### src/rtl/multiply_arbiter_pkg.sv
// ============================================================================
// Module : multiply_arbiter_pkg
// Brief  : Shared constants and grant helper for the two-client multiplier.
// Rev    : 1.0  initial release
// ============================================================================
`default_nettype none

package multiply_arbiter_pkg;

    localparam int OP_W   = 4;
    localparam int PROD_W = 8;

    localparam logic [1:0] IDLE = 2'd0;
    localparam logic [1:0] CALC = 2'd1;
    localparam logic [1:0] RESP = 2'd2;

    localparam logic REQ0 = 1'b0;
    localparam logic REQ1 = 1'b1;

    // Winner among the valid requesters; contested grants go to the one not served last when fair.
    function automatic logic pick_winner(input logic v0, input logic v1,
                                         input logic last_grant, input logic fair);
        logic w;
        w = REQ0;
        if (v1 && !v0) begin
            w = REQ1;
        end else if (v0 && v1 && fair) begin
            w = ~last_grant;
        end
        return w;
    endfunction

endpackage

`default_nettype wire

### src/rtl/multiply_arbiter_if.sv
// ============================================================================
// Module : multiply_arbiter_if
// Brief  : Request/response handshake bundle between two clients and the arbiter.
// Rev    : 1.0  initial release
// ============================================================================
`default_nettype none

interface multiply_arbiter_if ();
    import multiply_arbiter_pkg::*;

    logic              Req0_Valid;
    logic [OP_W-1:0]   Req0_A;
    logic [OP_W-1:0]   Req0_B;
    logic              Req0_Ready;
    logic              Req1_Valid;
    logic [OP_W-1:0]   Req1_A;
    logic [OP_W-1:0]   Req1_B;
    logic              Req1_Ready;
    logic              Rsp_Valid;
    logic              Rsp_Ready;
    logic              Rsp_Id;
    logic [PROD_W-1:0] Rsp_Product;
    logic              Busy;

    modport master (
        output Req0_Valid, Req0_A, Req0_B, Req1_Valid, Req1_A, Req1_B, Rsp_Ready,
        input  Req0_Ready, Req1_Ready, Rsp_Valid, Rsp_Id, Rsp_Product, Busy
    );

    modport slave (
        input  Req0_Valid, Req0_A, Req0_B, Req1_Valid, Req1_A, Req1_B, Rsp_Ready,
        output Req0_Ready, Req1_Ready, Rsp_Valid, Rsp_Id, Rsp_Product, Busy
    );

endinterface

`default_nettype wire

### src/rtl/multiply_arbiter_multiply.sv
// ============================================================================
// Module : multiply
// Brief  : Combinational 4x4 unsigned multiplier with full 8-bit product.
// Rev    : 1.0  initial release
// ============================================================================
`default_nettype none

module multiply (
    input  wire logic [3:0] a,
    input  wire logic [3:0] b,
    output logic      [7:0] p
);

    assign p = {4'b0000, a} * {4'b0000, b};

endmodule

`default_nettype wire

### src/rtl/multiply_arbiter.sv
// ============================================================================
// Module : multiply_arbiter
// Brief  : Two-requester front end sharing one multiplier, registered response.
// Rev    : 1.0  initial release
// ============================================================================
`default_nettype none

module multiply_arbiter
    import multiply_arbiter_pkg::*;
#(
    parameter bit FAIR = 1'b1
) (
    input  wire logic             clk,
    input  wire logic             rst_n,
    multiply_arbiter_if.slave     bus
);

    logic [1:0]        state;
    logic [1:0]        state_nx;
    logic              last_grant;
    logic              winner;
    logic              grant0;
    logic              grant1;
    logic              handshake;
    logic [OP_W-1:0]   op_a;
    logic [OP_W-1:0]   op_b;
    logic              rsp_id;
    logic [PROD_W-1:0] rsp_product;
    logic [PROD_W-1:0] prod;

    multiply u_multiply (
        .a (op_a),
        .b (op_b),
        .p (prod)
    );

    always_comb begin
        winner    = pick_winner(bus.Req0_Valid, bus.Req1_Valid, last_grant, FAIR);
        grant0    = (state == IDLE) && bus.Req0_Valid && (winner == REQ0);
        grant1    = (state == IDLE) && bus.Req1_Valid && (winner == REQ1);
        handshake = grant0 || grant1;
    end

    always_ff @(posedge clk) begin
        if (!rst_n) begin
            state <= IDLE;
        end else begin
            state <= state_nx;
        end
    end

    always_comb begin
        state_nx = state;
        case (state)
            IDLE:    if (handshake) state_nx = CALC;
            CALC:    state_nx = RESP;
            RESP:    if (bus.Rsp_Ready) state_nx = IDLE;
            default: state_nx = IDLE;
        endcase
    end

    always_comb begin
        bus.Req0_Ready  = grant0;
        bus.Req1_Ready  = grant1;
        bus.Rsp_Valid   = (state == RESP);
        bus.Busy        = (state != IDLE);
        bus.Rsp_Id      = rsp_id;
        bus.Rsp_Product = rsp_product;
    end

    // Operands and id are only loaded in IDLE, so the response stays frozen through RESP.
    always_ff @(posedge clk) begin
        if (!rst_n) begin
            op_a        <= '0;
            op_b        <= '0;
            rsp_id      <= REQ0;
            last_grant  <= REQ1;
            rsp_product <= '0;
        end else begin
            if (handshake) begin
                op_a       <= grant1 ? bus.Req1_A : bus.Req0_A;
                op_b       <= grant1 ? bus.Req1_B : bus.Req0_B;
                rsp_id     <= winner;
                last_grant <= winner;
            end
            if (state == CALC) begin
                rsp_product <= prod;
            end
        end
    end

endmodule

`default_nettype wire
### src/flat_wrapper.sv
// flat-port wrapper written by rule: the top's interface ports become plain ports
module multiply_arbiter_flat import multiply_arbiter_pkg::*;
#(
    parameter bit FAIR = 1'b1
)
  (clk, rst_n, bus_Req0_Valid, bus_Req0_A, bus_Req0_B, bus_Req1_Valid, bus_Req1_A, bus_Req1_B, bus_Rsp_Ready, bus_Req0_Ready, bus_Req1_Ready, bus_Rsp_Valid, bus_Rsp_Id, bus_Rsp_Product, bus_Busy);
  multiply_arbiter_if bus_i ();
  input  wire logic clk;
  input  wire logic rst_n;
  input wire logic [$bits(bus_i.Req0_Valid)-1:0] bus_Req0_Valid;
  input wire logic [$bits(bus_i.Req0_A)-1:0] bus_Req0_A;
  input wire logic [$bits(bus_i.Req0_B)-1:0] bus_Req0_B;
  input wire logic [$bits(bus_i.Req1_Valid)-1:0] bus_Req1_Valid;
  input wire logic [$bits(bus_i.Req1_A)-1:0] bus_Req1_A;
  input wire logic [$bits(bus_i.Req1_B)-1:0] bus_Req1_B;
  input wire logic [$bits(bus_i.Rsp_Ready)-1:0] bus_Rsp_Ready;
  output wire logic [$bits(bus_i.Req0_Ready)-1:0] bus_Req0_Ready;
  output wire logic [$bits(bus_i.Req1_Ready)-1:0] bus_Req1_Ready;
  output wire logic [$bits(bus_i.Rsp_Valid)-1:0] bus_Rsp_Valid;
  output wire logic [$bits(bus_i.Rsp_Id)-1:0] bus_Rsp_Id;
  output wire logic [$bits(bus_i.Rsp_Product)-1:0] bus_Rsp_Product;
  output wire logic [$bits(bus_i.Busy)-1:0] bus_Busy;
  assign bus_i.Req0_Valid = bus_Req0_Valid;
  assign bus_i.Req0_A = bus_Req0_A;
  assign bus_i.Req0_B = bus_Req0_B;
  assign bus_i.Req1_Valid = bus_Req1_Valid;
  assign bus_i.Req1_A = bus_Req1_A;
  assign bus_i.Req1_B = bus_Req1_B;
  assign bus_i.Rsp_Ready = bus_Rsp_Ready;
  assign bus_Req0_Ready = bus_i.Req0_Ready;
  assign bus_Req1_Ready = bus_i.Req1_Ready;
  assign bus_Rsp_Valid = bus_i.Rsp_Valid;
  assign bus_Rsp_Id = bus_i.Rsp_Id;
  assign bus_Rsp_Product = bus_i.Rsp_Product;
  assign bus_Busy = bus_i.Busy;
  multiply_arbiter #(.FAIR(FAIR)) u_core (.clk(clk), .rst_n(rst_n), .bus(bus_i));
endmodule
### config.mk
export PLATFORM = sky130hd
export DESIGN_NAME = multiply_arbiter_flat
export DESIGN_NICKNAME = d
export VERILOG_FILES = /design/src/rtl/multiply_arbiter_pkg.sv /design/src/rtl/multiply_arbiter_if.sv /design/src/rtl/multiply_arbiter_multiply.sv /design/src/rtl/multiply_arbiter.sv /design/src/flat_wrapper.sv
export SDC_FILE = /design/constraint.sdc
export NUM_CORES = 1
export LEC_CHECK = 0
export BUFFER_PORTS_ARGS = -buffer_cell sky130_fd_sc_hd__buf_2
export CORE_MARGIN = 4
export CORE_UTILIZATION = 46
export CTS_BUF_LIST = sky130_fd_sc_hd__clkbuf_4 sky130_fd_sc_hd__clkbuf_8 sky130_fd_sc_hd__clkbuf_16
export DETAILED_ROUTE_END_ITERATION = 8
export HOLD_SLACK_MARGIN = 0.15
export PLACE_DENSITY_LB_ADDON = 0.3
export REMOVE_ABC_BUFFERS = 1
export SYNTH_ARGS = -nofsm -noshare
export SYNTH_HDL_FRONTEND = slang
export SYNTH_SLANG_ARGS = --single-unit
### constraint.sdc
create_clock -name clk -period 3.3 [get_ports clk]
set_clock_uncertainty 0.15 [all_clocks]
set_input_delay 0.33 -clock clk [delete_from_list [all_inputs] [get_ports clk]]
set_output_delay 0.33 -clock clk [all_outputs]
set_load 0.1 [all_outputs]
# After elaboration in Yosys (flattened, before gate mapping)
# Index checks and enable logic that the tools add are counted.
[op_classes]
mul = 1
eq_ne = 4
muxes = 7
n_bitwise = 2
n_reduce_logical = 11
[op_table]
columns = ["cell", "n"]
rows = [
  ["$mul A4 B4 Y8", 1],
  ["$mux W4", 2],
  ["$logic_and A1 B1 Y1", 6],
  ["$pmux W2 S3", 1],
  ["$mux W2", 2],
  ["$eq A2 B1 Y1 const B", 1],
  ["$eq A2 B2 Y1 const B", 1],
  ["$logic_not A2 Y1", 1],
  ["$mux W1", 2],
  ["$ne A2 B1 Y1 const B", 1],
  ["$ne A2 B2 Y1 const B", 1],
  ["$not A1 Y1", 2],
  ["$reduce_and A2 Y1", 1],
  ["$reduce_bool A2 Y1", 1],
  ["$logic_not A1 Y1", 1],
  ["$logic_or A1 B1 Y1", 1],
]
[totals]
ff_bits = 20
wordCells = 31

# Logic depth before layout (Yosys ltp)
# Gate-level depths: netlist of the first run.
[depth]
word_depth = 8
depth_mapped = 8
mapped_depth_nobuf = 8

# Modules after synthesis
# A second synthesis of the first run with hierarchy kept.
[unflattened]
hier_cells = 155
area_unflattened_um2 = 1305.0
[by_module_without_submodules]
columns = ["mod", "instances", "cells_per_inst", "area_per_inst_um2", "seq_area_each_um2"]
rows = [
  ["multiply_arbiter", 1, 104, 840.8, 400.4],
  ["multiply", 1, 51, 464.2, 0.0],
]

# Worst setup path before layout of the first run
# OpenSTA, ideal clock, no wires.
[synth_path]
kind = "register to register"
start = "reg u_core.op_a[0]"
end = "reg u_core.rsp_product[7] (netlist: u_core.bus.Rsp_Product[7])"
arrival_time_ns = 2.501
required_time_ns = 3.028
slack_ns = 0.527
stages_incl_launch_ff = 9
n_path_buf = 0
path_cell_list = "dfxtp_1 nand2_1 fa_1 inv_1 fa_1 ha_1 a211oi_1 o2111ai_1 nor3b_1"
[synth_between]
elab_chain_len = 1
[synth_rtl]
columns = ["item", "line", "text"]
rows = [
  ["start, declared", "multiply_arbiter.sv:25", "logic [OP_W-1:0] op_a;"],
  ["start signal, assigned", "multiply_arbiter.sv:81", "op_a <= grant1 ? bus.Req1_A : bus.Req0_A;"],
  ["$mul A4 B4 Y8", "multiply_arbiter_multiply.sv:14", "assign p = {4'b0000, a} * {4'b0000, b};"],
  ["end signal, assigned", "multiply_arbiter.sv:87", "rsp_product <= prod;"],
  ["end, declared", "multiply_arbiter.sv:28", "logic [PROD_W-1:0] rsp_product;"],
]
# Every way passes these cells.
# A chain may end at the register's enable or synchronous reset.

# Final worst setup path of the first run
# Ends and elaborated chain as after synthesis.

==> impl_metrics.csv, run 1 <==
group,metric,value,unit
timing,setup_violations,0,
finish,drive_above_1_share,23.3,%
synth,synth.distinct_cells,32,
detailed_routing,drtIter0Drc,57,
cts,cts_sinks,20,
detailed_routing,via_count,1160,
power_and_ir_drop,vdd_drop_max,0.344,mV
die,ioPinCount,34,
job,cap_violations,0,
critical_path,cp.buffers_inverters,1,
synth,synth_top_area_cell,"dfxtp_1",
synth,synth-seq-cells,20,
critical_path,crit_chain,"nand2_1 -> fa_1 -> inv_1 -> fa_1 -> ha_1 -> a211oi_1 -> o2111ai_1 -> nor3b_1",
cts,cts_resized,0,
grt,grt_max_degree,16,
critical_path,crit_type,"reg2reg",
critical_path,critical_path.top_delay_family,"adder cells",
timing,worst_slew_pin_slew,586,ps
critical_path,startpoint,"u_core.op_a[0]",
synth,syn_inst,140,
finish,diodes,0,
grt,grt_pass1_wl,4.60,mm
status,outcome,"complete, no violations",
critical_path,critPathSlowestCell,"fa_1",
critical_path,cp_slowest_stage_delay,540,ps
cts,cts_buffers,3,
power_and_ir_drop,p_leak,0.000763,µW
synth,synth_area_leaders,"dfxtp_1 (31%), ha_1 (12%), o2111a_1 (7.1%)",
synth,ys.warnings.count,0,
cts,cts_buffer_depth,2,
power_and_ir_drop,power_density,466,nW/µm²
timing,fin_crit_sh,93.2,%
power_and_ir_drop,p_int,464,µW
timing,period_needed,3080,ps
cts,clkTransAtPathRegs,130,ps
placed_design,dp_hpwl,2.23,mm
cts,clkLatencyLatePin,310,ps
die,chipWidth,60.6,µm
synth,synth_common_cells,"dfxtp_1 (20), nand2_1 (14), and2_1 (12), ha_1 (12)",
power_and_ir_drop,power_switching,261,µW
power_and_ir_drop,combPwrFrac,32.5,%
cts,cts_tree,"done",
critical_path,rr_startpoint,"u_core.op_a[0]",
timing,relSlewSlack,60.8,%
detailed_routing,viasPerCell,5.63,
synth,synthMostInstantiatedCell,"dfxtp_1",
critical_path,worstPathRequired,3350,ps
finish,fin_nets,214,
grt,grt_use_total,16.0,%
timing,max_clock_freq,325,MHz
critical_path,crit_top_cell,"fa_1",
die,start_util,49.7,%
detailed_routing,drt-total-wl,2.81,mm
die,die-area,3680,µm²
die,dieHeight,60.6,µm
critical_path,cp.arrival,3130,ps
detailed_routing,dr.pass1.iters,4,
detailed_routing,wl_per_cell,13.7,µm
synth,synth_edf_count,0,
power_and_ir_drop,seq_power_share,39.0,%
synth,synth-async-reset-ratio,0,%
timing,setup_tns,0,ps
critical_path,worstPathMaxFanout,5,
timing,rsz0062_at_grt,"no",
cts,cts-root-buf,"clkbuf_4",
detailed_routing,drc,0,
timing,hold_viol_final,0,
synth,avgSynthCellArea,9.11,µm²
placed_design,port_buffers,33,
worst_hold_path,hold_start,"bus_Req1_B[3]",
grt,gr-total-overflow,0,
finish,syn_to_final_growth,21.9,%
power_and_ir_drop,power_frac_clock,28.5,%
synth,syn_area,1270,µm²
die,rows,18,
power_and_ir_drop,p_sw_share,36.0,%
detailed_routing,ant_nets,0,
die,core,2570,µm²
critical_path,start_kind,"flop",
synth,yosysSeqAreaShare,31.4,%
grt,grt_pass1_vias,1131,
synth,synth_top_area_share,31.4,%
timing,whs,156,ps
grt,antenna_found_initial,0,
timing,drv_slew,0,
cts,htreeDepth,1,
worst_hold_path,hold_path.class,"in2reg",
synth,synth_ff_type,"dfxtp_1",
placed_design,gp_congestion,0.835,
critical_path,end_kind,"flop",
## sequential cells by signal, indices dropped and copies added, names as in the netlist
name and count:
u_core.op_b 4, u_core.bus.Rsp_Id 1, u_core.state 2, u_core.op_a 4, u_core.bus.Rsp_Product 8, u_core.last_grant 1
## cell families after synthesis
kind of cell | after synthesis | synth area share [%]
simple gates | 55 | 23.6
compound gates | 35 | 21.8
flops | 20 | 31.4
fa+ha+maj | 16 | 18.1
buf+inv | 13 | 4.42
xor+xnor | 1 | 0.687
## metal layers
layer	vias to the layer above	share of wire, %	GRT usage, %
met3	6	5.8	2.34
li1	586	-	-
met5	-	0	0
met2	38	47	28.1
met1	530	45	19.6
met4	0	1.5	5.88
## through the flow
step / power, µW / instance area (µm²) / setup WS, ps / cells / utilization [%]
CTS: 729 / 1540 / 247 / 205 / 60.1
global route: 762 / 1550 / 58.5 / 206 / 60.5
global placement: 514 / 1450 / 410 / 197 / 56.5
floorplan: 465 / 1240 / 517 / 133 / -
detailed placement: 519 / 1450 / 275 / 197 / 56.5
finish: 725 / 1550 / 223 / 206 / 60.5
## cell usage in the layout (no fill, tap or decap), types with 8 or more instances in the layout
cell,n
a21o_1,8
a21oi_1,9
and2_1,12
buf_2,33
dfxtp_1,20
ha_1,12
nand2_1,14
o2111a_1,8
or3_1,9
## power by group through the flow
stage | Combinational (µW) | Clock [µW] | Sequential, µW
detailed placement | 230 | 0 | 289
finish | 235 | 206 | 283
global route | 254 | 221 | 288
global placement | 227 | 0 | 287
CTS | 235 | 211 | 283
floorplan | 136 | 0 | 329
## worst paths after layout
check / end / slack (ps) / cells past startpoint
worst max-delay path: u_core.bus.Rsp_Product[7] / 220 / 8
worst min-delay path: u_core.op_b[3] / 160 / 2
worst max register to register: u_core.bus.Rsp_Product[7] / 220 / 8
worst min register to register: u_core.bus.Rsp_Product[3] / 310 / 2
## area by class of cell
| cell class | count | area (µm²) |
|---|---|---|
| inverters | 6 | 22.5 |
| multi-input cells | 107 | 818 |
| flip-flops and latches | 20 | 400 |
| clock inverters | 1 | 30.0 |
| well taps | 30 | 37.5 |
| clock buffers | 3 | 22.5 |
| fillers | 247 | 1010 |
| repair buffers | 39 | 223 |
## repair_timing
| action | CTS | global route |
|---|---|---|
| endpoints found under the hold margin | 4 | 1 |
| buffers inserted | 0 | 0 |
| hold buffers | 4 | 1 |
| setup endpoints to repair | 0 | 0 |
(Power assumes the default switching activity.)
==> run 2, diff against run 1 <==
==> constraint.sdc (replaced) <==
create_clock -name clk -period 3.3 [get_ports clk]
set_clock_uncertainty 0.15 [all_clocks]
set_input_delay 0.66 -clock clk [delete_from_list [all_inputs] [get_ports clk]]
set_output_delay 0.66 -clock clk [all_outputs]
set_load 0.1 [all_outputs]
==> run 2 against run 1 <==
  * Sequential power about the same
  * Via count shrank 4.0%
  * Fmax is 0.89% lower
  * Flip-flop and latch count unchanged
  * Worst setup slack got worse by 28 ps
  * Global-route usage rose by 1.1 points
  * Wire length shrank 0.25%
  * Cell count decreased by 2.4%
  * Die area unchanged
  * Highest routed layer unchanged
==> impl_metrics.csv, run 2 (synthesis gave the netlist of run 1 again) <==
group,metric,value,unit
placed_design,gp_congestion,0.836,
cts,cts_resized,0,
detailed_routing,ant_nets,0,
finish,largest_register_ffs,8,
cts,cts_buffer_depth,2,
grt,use_met2,29.0,%
die,chipWidth,60.6,µm
grt,grt_pass1_vias,1086,
detailed_routing,via_count,1114,
critical_path,critical_path.top_delay_family,"adder cells",
timing,relSlewSlack,59.8,%
critical_path,crit_chain,"nand2_1 -> fa_1 -> inv_1 -> fa_1 -> ha_1 -> a211oi_1 -> o2111ai_1 -> nor3b_1",
cts,clkTransAtPathRegs,120,ps
critical_path,critPathSlowestCell,"fa_1",
cts,htreeDepth,1,
grt,grt_max_degree,16,
critical_path,worstPathMaxFanout,5,
finish,drive_above_1_share,24.0,%
grt,gr-usage-met1,21.4,%
finish,layout_common_cells,"buf_2 (33), dfxtp_1 (20), nand2_1 (14)",
timing,fin_crit_sh,94.1,%
status,outcome,"complete, no violations",
grt,antenna_found_initial,0,
grt,grt.met3_usage,3.83,%
timing,worst_slew_pin_slew,602,ps
power_and_ir_drop,vdd_drop_max,0.327,mV
timing,setup_violations,0,
timing,hold_viol_final,0,
cts,hold_buffers,0,
cts,cts-root-buf,"clkbuf_4",
detailed_routing,drtIter0Drc,44,
critical_path,cp.buffers_inverters,1,
critical_path,crit_type,"reg2reg",
detailed_routing,wl_per_cell,14.0,µm
grt,grt_pass1_wl,4.78,mm
critical_path,start_kind,"flop",
finish,final_util,57.9,%
cts,clkLatencyLatePin,300,ps
cts,cts_tree,"done",
timing,max_clock_freq,322,MHz
critical_path,startpoint,"u_core.op_a[0]",
critical_path,crit_top_cell,"fa_1",
die,ioPinCount,34,
timing,setup_tns,0,ps
detailed_routing,drt-total-wl,2.81,mm
cts,cts_setup_buffers,0,
grt,gr-total-overflow,0,
detailed_routing,drc,0,
finish,final_common_cell,"buf_2",
worst_hold_path,hold_path.class,"reg2reg",
finish,fin_nets,209,
finish,syn_to_final_growth,16.7,%
power_and_ir_drop,finalPower,661,µW
timing,period_needed,3100,ps
die,start_util,49.7,%
die,core,2570,µm²
placed_design,dp_hpwl,2.24,mm
die,die-area,3680,µm²
worst_hold_path,hold_start,"u_core.bus.Rsp_Product[3]",
timing,rsz0062_at_grt,"no",
placed_design,port_buffers,33,
detailed_routing,viasPerCell,5.54,
grt,grt_use_total,17.0,%
grt,grt.busiest_layer,"met2",
critical_path,end_kind,"flop",
critical_path,worstPathRequired,3350,ps
finish,diodes,0,
power_and_ir_drop,power_density,444,nW/µm²
detailed_routing,dr.pass1.iters,4,
critical_path,cp_slowest_stage_delay,540,ps
critical_path,cp.arrival,3160,ps
cts,cts_buffers,3,
timing,drv_slew,0,
power_and_ir_drop,p_leak,0.000735,µW
die,rows,18,
cts,cts_sinks,20,
critical_path,rr_startpoint,"u_core.op_a[0]",
job,cap_violations,0,
die,dieHeight,60.6,µm
-- run 2: cell types whose count changed in the layout (fill, tap and decap cells not counted) --
cell / change
bufinv_16: -1
dlygate4sd3_1: -5
clkbuf_8: +1
-- run 2: path summary, 6_finish.rpt --
path	to	slack [ps]	depth (start not counted)
min	u_core.bus.Rsp_Product[3]	310	2
min reg2reg	u_core.bus.Rsp_Product[3]	310	2
max reg2reg	u_core.bus.Rsp_Product[7]	200	8
max	u_core.bus.Rsp_Product[7]	200	8
-- run 2: layer usage --
layer / routed length (µm) / vias up
li1: - / 568
met1: 1290 / 512
met2: 1330 / 29
met3: 160 / 5
met4: 28 / 0
met5: 0 / -
-- run 2: cell type report --
class / instances / area (µm²)
multi-input combinational: 107 / 818
fill: 241 / 1080
clock buffer: 4 / 36.3
timing repair buffer: 34 / 173
inverter: 6 / 22.5
tap: 30 / 37.5
sequential: 20 / 400
-- run 2: power by group --
part / switching, µW / total, µW / internal [µW]
Clock: 79.6 / 147 / 67.3
Sequential: 20.7 / 284 / 264
Combinational: 156 / 230 / 73.4
-- run 2: worst register-to-register path: stages, from the launching register on --
cell	delay, ps
dfxtp_1	410
nand2_1	110
fa_1	540
inv_1	50
fa_1	520
ha_1	310
a211oi_1	490
o2111ai_1	210
nor3b_1	200
-- run 2: through the flow --
step | cells | instance area (µm²) | hold slack [ps] | worst slack, ps
after global placement | 197 | 1450 | 292 | 409
final | 201 | 1490 | 309 | 195
after CTS | 201 | 1490 | 314 | 226
after floorplan | 133 | 1240 | 311 | 143
after detailed placement | 197 | 1450 | 297 | 263
after global routing | 201 | 1490 | 328 | 80.0
